## config.mk

```make
export PLATFORM = sky130hd
export DESIGN_NAME = instruction_fetch_flat
export DESIGN_NICKNAME = d
export VERILOG_FILES = /design/src/rtl/instruction_fetch_if.sv /design/src/rtl/instruction_fetch.sv /design/src/flat_wrapper.sv
export SDC_FILE = /design/constraint.sdc
export NUM_CORES = 1
export LEC_CHECK = 0
export ABC_AREA = 1
export CAP_MARGIN = 20
export CORE_UTILIZATION = 41
export DETAILED_ROUTE_END_ITERATION = 10
export PLACE_DENSITY = 0.93
export SETUP_SLACK_MARGIN = 0.02
export SYNTH_ARGS = -nofsm -noshare
export SYNTH_HDL_FRONTEND = slang
export SYNTH_SLANG_ARGS = --single-unit
```

## constraint.sdc

```tcl
create_clock -name clk -period 3.1 [get_ports clk]
set_input_delay 0.62 -clock clk [delete_from_list [all_inputs] [get_ports clk]]
set_output_delay 0.62 -clock clk [all_outputs]
set_load 0.02 [all_outputs]
```

## src/rtl/instruction_fetch_if.sv

```systemverilog
// Fetch-unit bus: PC control, instruction memory request and decoder handoff.
// master = fetch unit, slave = surrounding PC block, memory and decoder.
interface instruction_fetch_if;
    logic [31:0] pc_value;
    logic        pc_inclement;
    logic        pc_load;
    logic [31:0] pc_load_value;
    logic        mem_read;
    logic [31:0] mem_address;
    logic        mem_ack;
    logic [31:0] mem_data;
    logic        instr_valid;
    logic        instr_ready;
    logic [31:0] instr;
    logic [31:0] instr_pc;
    logic        redirect;
    logic [31:0] redirect_target;

    modport master (
        input  pc_value, mem_ack, mem_data, instr_ready, redirect, redirect_target,
        output pc_inclement, pc_load, pc_load_value, mem_read, mem_address,
               instr_valid, instr, instr_pc
    );

    modport slave (
        output pc_value, mem_ack, mem_data, instr_ready, redirect, redirect_target,
        input  pc_inclement, pc_load, pc_load_value, mem_read, mem_address,
               instr_valid, instr, instr_pc
    );
endinterface

```

## src/rtl/instruction_fetch.sv

```systemverilog
// Instruction fetch FSM: mem_ack at edge k gives instr_valid in cycle k+1 (1 instr / 2 cycles peak).
// Memory wait holds the request; instr_ready low holds the instruction; redirect preempts everything.
module instruction_fetch (
    input  logic                clk,
    input  logic                reset,
    instruction_fetch_if.master bus
);
    typedef enum logic [1:0] {
        S_IDLE,
        S_FETCH,
        S_HOLD,
        S_REDIRECT
    } state_t;

    state_t      r_state;
    state_t      w_next_state;
    logic        w_capture;
    logic        r_pc_inc;
    logic [31:0] r_pc_load_value;
    logic [31:0] r_instr;
    logic [31:0] r_instr_pc;

    always_ff @(posedge clk) begin
        if (reset) begin
            r_state <= S_IDLE;
        end else begin
            r_state <= w_next_state;
        end
    end

    // Redirect wins over ack and ready; a redirected ack is not captured.
    always_comb begin
        w_next_state = r_state;
        w_capture    = 1'b0;
        if (bus.redirect) begin
            w_next_state = S_REDIRECT;
        end else begin
            case (r_state)
                S_IDLE:     w_next_state = S_FETCH;
                S_FETCH: begin
                    if (bus.mem_ack) begin
                        w_capture    = 1'b1;
                        w_next_state = S_HOLD;
                    end
                end
                S_HOLD: begin
                    if (bus.instr_ready) begin
                        w_next_state = S_FETCH;
                    end
                end
                S_REDIRECT: w_next_state = S_FETCH;
                default:    w_next_state = S_IDLE;
            endcase
        end
    end

    // pc_inclement is a registered copy of the capture, so it lands in the first HOLD cycle.
    always_ff @(posedge clk) begin
        if (reset) begin
            r_pc_inc        <= 1'b0;
            r_pc_load_value <= 32'd0;
            r_instr         <= 32'd0;
            r_instr_pc      <= 32'd0;
        end else begin
            r_pc_inc <= w_capture;
            if (bus.redirect) begin
                r_pc_load_value <= bus.redirect_target;
            end
            if (w_capture) begin
                r_instr    <= bus.mem_data;
                r_instr_pc <= bus.pc_value;
            end
        end
    end

    assign bus.mem_read      = (r_state == S_FETCH);
    assign bus.mem_address   = (r_state == S_FETCH) ? bus.pc_value : 32'd0;
    assign bus.instr_valid   = (r_state == S_HOLD);
    assign bus.pc_load       = (r_state == S_REDIRECT);
    assign bus.pc_inclement  = r_pc_inc;
    assign bus.pc_load_value = r_pc_load_value;
    assign bus.instr         = r_instr;
    assign bus.instr_pc      = r_instr_pc;
endmodule

```

## src/flat_wrapper.sv

```systemverilog
// flat-port wrapper written by rule: the top's interface ports become plain ports
module instruction_fetch_flat 
  (clk, reset, bus_pc_value, bus_mem_ack, bus_mem_data, bus_instr_ready, bus_redirect, bus_redirect_target, bus_pc_inclement, bus_pc_load, bus_pc_load_value, bus_mem_read, bus_mem_address, bus_instr_valid, bus_instr, bus_instr_pc);
  instruction_fetch_if bus_i ();
  input  logic clk;
  input  logic reset;
  input wire logic [$bits(bus_i.pc_value)-1:0] bus_pc_value;
  input wire logic [$bits(bus_i.mem_ack)-1:0] bus_mem_ack;
  input wire logic [$bits(bus_i.mem_data)-1:0] bus_mem_data;
  input wire logic [$bits(bus_i.instr_ready)-1:0] bus_instr_ready;
  input wire logic [$bits(bus_i.redirect)-1:0] bus_redirect;
  input wire logic [$bits(bus_i.redirect_target)-1:0] bus_redirect_target;
  output wire logic [$bits(bus_i.pc_inclement)-1:0] bus_pc_inclement;
  output wire logic [$bits(bus_i.pc_load)-1:0] bus_pc_load;
  output wire logic [$bits(bus_i.pc_load_value)-1:0] bus_pc_load_value;
  output wire logic [$bits(bus_i.mem_read)-1:0] bus_mem_read;
  output wire logic [$bits(bus_i.mem_address)-1:0] bus_mem_address;
  output wire logic [$bits(bus_i.instr_valid)-1:0] bus_instr_valid;
  output wire logic [$bits(bus_i.instr)-1:0] bus_instr;
  output wire logic [$bits(bus_i.instr_pc)-1:0] bus_instr_pc;
  assign bus_i.pc_value = bus_pc_value;
  assign bus_i.mem_ack = bus_mem_ack;
  assign bus_i.mem_data = bus_mem_data;
  assign bus_i.instr_ready = bus_instr_ready;
  assign bus_i.redirect = bus_redirect;
  assign bus_i.redirect_target = bus_redirect_target;
  assign bus_pc_inclement = bus_i.pc_inclement;
  assign bus_pc_load = bus_i.pc_load;
  assign bus_pc_load_value = bus_i.pc_load_value;
  assign bus_mem_read = bus_i.mem_read;
  assign bus_mem_address = bus_i.mem_address;
  assign bus_instr_valid = bus_i.instr_valid;
  assign bus_instr = bus_i.instr;
  assign bus_instr_pc = bus_i.instr_pc;
  instruction_fetch u_core (.clk(clk), .reset(reset), .bus(bus_i));
endmodule
```

### Word level (Yosys, flattened, before mapping)

Index checks and enable logic that the tools add are counted.

| cells by class | value |
|---|---|
| equal/unequal tests | 5 |
| mux-type cells | 8 |
| reductions and logical operators | 3 |

Operators with widths:

| cell | number |
|---|---|
| $mux 32 | 1 |
| $mux 2 | 3 |
| $ne 3x3->1 const B | 2 |
| $pmux 2 s3 | 1 |
| $eq 2x2->1 const B | 2 |
| $mux 1 | 3 |
| $eq 2x1->1 const B | 1 |
| $logic_not 2->1 | 1 |
| $reduce_and 2->1 | 1 |
| $reduce_or 2->1 | 1 |

| word-level totals | value |
|---|---|
| bits in registers | 99 |
| input port bits | 101 |
| output and inout port bits | 132 |
| logic and storage cells | 21 |

### Longest topological paths before layout

| depth | value |
|---|---|
| word-level depth | 4 |
| gate-level depth with buffers | 8 |

### Least setup slack after synthesis

No wires, ideal clock.

| path | value |
|---|---|
| path type | reg-to-output |
| from | register u_core.r_state[1] |
| to | output port bus_mem_address[0] |
| arrival | 967 ps |
| data required time | 2,480 ps |
| slack | 1,513 ps |
| cell stages (with the launch flop) | 5 |
| path buffers | 1 |
| cells stage by stage | dfxtp_1 -> inv_1 -> nand2_2 -> buf_1 -> nor2_1 |

| between the ends | value |
|---|---|
| word-level cells in the longest chain between the ends | 2 |

RTL lines:

| element | RTL line | source |
|---|---|---|
| start, declared | instruction_fetch.sv:15 | `state_t r_state;` |
| start signal, assigned | instruction_fetch.sv:27 | `r_state <= w_next_state;` |
| $eq 2x1->1 | instruction_fetch.sv:77 | `assign bus.mem_address = (r_state == S_FETCH) ? bus.pc_value : 32'd0;` |
| $mux 32 | instruction_fetch.sv:77 |  |
| end, declared | flat_wrapper.sv:17 | `output wire logic [$bits(bus_i.mem_address)-1:0] bus_mem_address;` |

No other way between the ends.

### Worst setup path after layout

| path | value |
|---|---|
| from | register u_core.r_state[1] |
| to | output port bus_mem_address[29] |

Same word-level chain as after synthesis.

==> metrics.csv <==
metric;value;unit
worstPathCellList;inv_1, nand2_2, nor2_1, clkdlybuf4s50_1;
postSynthCellCount;512;
critical_path_arrival;2.10;ns
hpwlAfterDp;8768;um
status;finished clean;
wl_per_cell;14.14;um
yosysSeqAreaShare;0.4970;
totalWireLength;12100;um
area_delta_synth_final;63.38;%
cts_hold_buf;0;
worstReg2RegStart;u_core.r_state[1];
slew_violations;0;
cts_resized;0;
cts_max_path_buffers;2;
cts_tree;yes;
initial_utilization;0.4275;
yosys-top-cells-area;dfxtp_1 50%, nand3_1 13%, nor2_1 9.4%;
finalPower;2.726;mW
ioPinCount;233;
tns;0;ns
p_leak;2.825;nW
worstHoldPathType;reg -> reg;
grt_pass1_wl;18570;um
netlist_area;0.003988;mm^2
grt_usage;0.2300;
grt.busiest_layer;met2;
critical_path.max_fanout;34;
r2r_setup_slack;1.28;ns
ant_nets;0;
ys_ff_latch;99;
relSlewSlack;0.5493;
fin_skew;0.008474;ns
final_hold_viol_count;0;
io_buffers;232;
clock-root-buffer;clkbuf_8;
clk_latency;0.35;ns
die_h;100.6;um
min_period;2.719;ns
worstReg2RegEnd;u_core.bus.instr[1];
whs_endpoint;u_core.bus.instr[13];
fin_hold_ws;0.4624;ns
cts_made_buffers;9;
setup_viol;0;
vias;4131;
cts.reportedPaths.clkPinSlew;0.10;ns
core_area;0.009328;mm^2
vias_per_cell;4.826;
drc;0;
use_met3;0.06311;
crit_slowest_cell;clkdlybuf4s50_1;
power.density;418.4;mW/mm^2
drt_iter0_drc;141;
crit_start;u_core.r_state[1];
finalCritPeriodShare;0.8770;
syn-num-nets;613;
critPathLaunchType;register;
setup.worst_path.end_class;primary output;
crit_type;reg -> out;
drive_gt1_frac;0.08116;
rows;35;
worst_r2r_path_depth;7;
drtPass1Iterations;4;
met2_usage;0.4268;
cp.required;2.48;ns
gr-total-overflow;0;
fillers;732;
antenna_cells;0;
layout_commonest_cell;clkdlybuf4s50_1;
yosys.area.top_type_share;0.4970;
htree_levels;3;
grt_pass1_vias;4036;
syn_avg_cell_area;7.788;um^2
seqCellArea;0.001982;mm^2
grt_max_degree;66;
ys_warn_count;0;
min_path_cells;2;
worstMarginPinSlew;0.6736;ns
crit_path_max_incr_delay;0.67;ns
yosysTopAreaCell;dfxtp_1;
die_w;100.6;um
cts_num_sinks;99;
antenna_found_initial;0;
fin_nets;823;
synth.distinct_cells;16;
ir_worst_vdd;258.2;uV
gp_congestion;0.7636;
rsz0062_at_grt;false;
cap_violations;0;
holdCritStartpoint;u_core.bus.instr[13];
post_cts_buffers;0;
use_met1;0.2524;
max_freq;367.8;MHz
multi_input_area;0.001622;mm^2
fp.dieArea;0.01012;mm^2
final_cell_mix;232 x clkdlybuf4s50_1, 100 x nor2_1, 100 x nand3_1;
-- cell type report --
cell class	instances	share of cell area
Tap cell	129	0.02477
Inverter	39	0.02285
Timing Repair Buffer	239	0.3703
Clock buffer	12	0.02381
Sequential cell	99	0.3042
Clock inverter	4	0.005185
Multi-Input combinational cell	334	0.2489
-- cells in the mapped netlist, drive strengths merged --
master  number
nand2       71
nand3      130
dfxtp       99
clkbuf      15
nor2       101
o21ai       32
buf         25
inv         39
-- registers in the layout, summed over array words and instances, names as in the netlist --
name	flops
u_core.r_state	2
u_core.bus.pc_inclement	1
u_core.bus.instr	32
u_core.bus.pc_load_value	32
u_core.bus.instr_pc	32
-- report_power, final --
group	total, mW	leakage [nW]	switching, mW	internal [mW]
clock	0.794	0.0932	0.452	0.343
sequential	1.36	0.810	0.0293	1.33
combinational	0.576	1.92	0.287	0.289
total	2.73	2.83	0.768	1.96
-- stage by stage --
step | instance area (um^2) | worst slack, ns | util | cells
finish | 6515 | 0.3813 | 0.6985 | 856
floorplan | 3988 | 1.513 | - | 512
CTS | 6515 | 0.3442 | 0.6985 | 856
detailed placement | 6326 | 0.5445 | 0.6782 | 840
global route | 6515 | 0.2404 | 0.6985 | 856
global placement | 6326 | 0.5679 | 0.6782 | 840
-- critical path: cells and delay by family (launching register included) --
kind | cells | cell delay (ns)
AND/OR/NAND/NOR | 2 | 0.65
flip-flops | 1 | 0.32
buffers and inverters | 2 | 0.77
-- routing by layer --
metal / routed length (um) / vias to the layer above / share of wire
met1: 4902 / 1912 / 0.41
met2: 6152 / 147 / 0.51
met5: 0 / - / 0
met4: 199 / 0 / 0.016
li1: - / 2052 / -
met3: 848 / 20 / 0.070
-- kinds of logic after synthesis --
logic type | share of synthesized area
AOI/OAI and AO/OA | 0.04016
DFF | 0.4970
buffers and inverters | 0.09758
and+or+nand+nor | 0.3652
-- how the worst max path moves through the flow --
stage	slack [ns]	end	cells after the start
6_report	0.38	bus_mem_address[29]	4
2_1_floorplan	1.51	bus_mem_address[0]	4
3_3_place_gp	0.57	bus_mem_address[31]	4
4_1_cts	0.34	bus_mem_address[29]	4
3_5_place_dp	0.54	bus_mem_address[29]	4
5_1_grt	0.24	bus_mem_address[23]	4
Note: power is estimated with default switching activity, not from simulation.
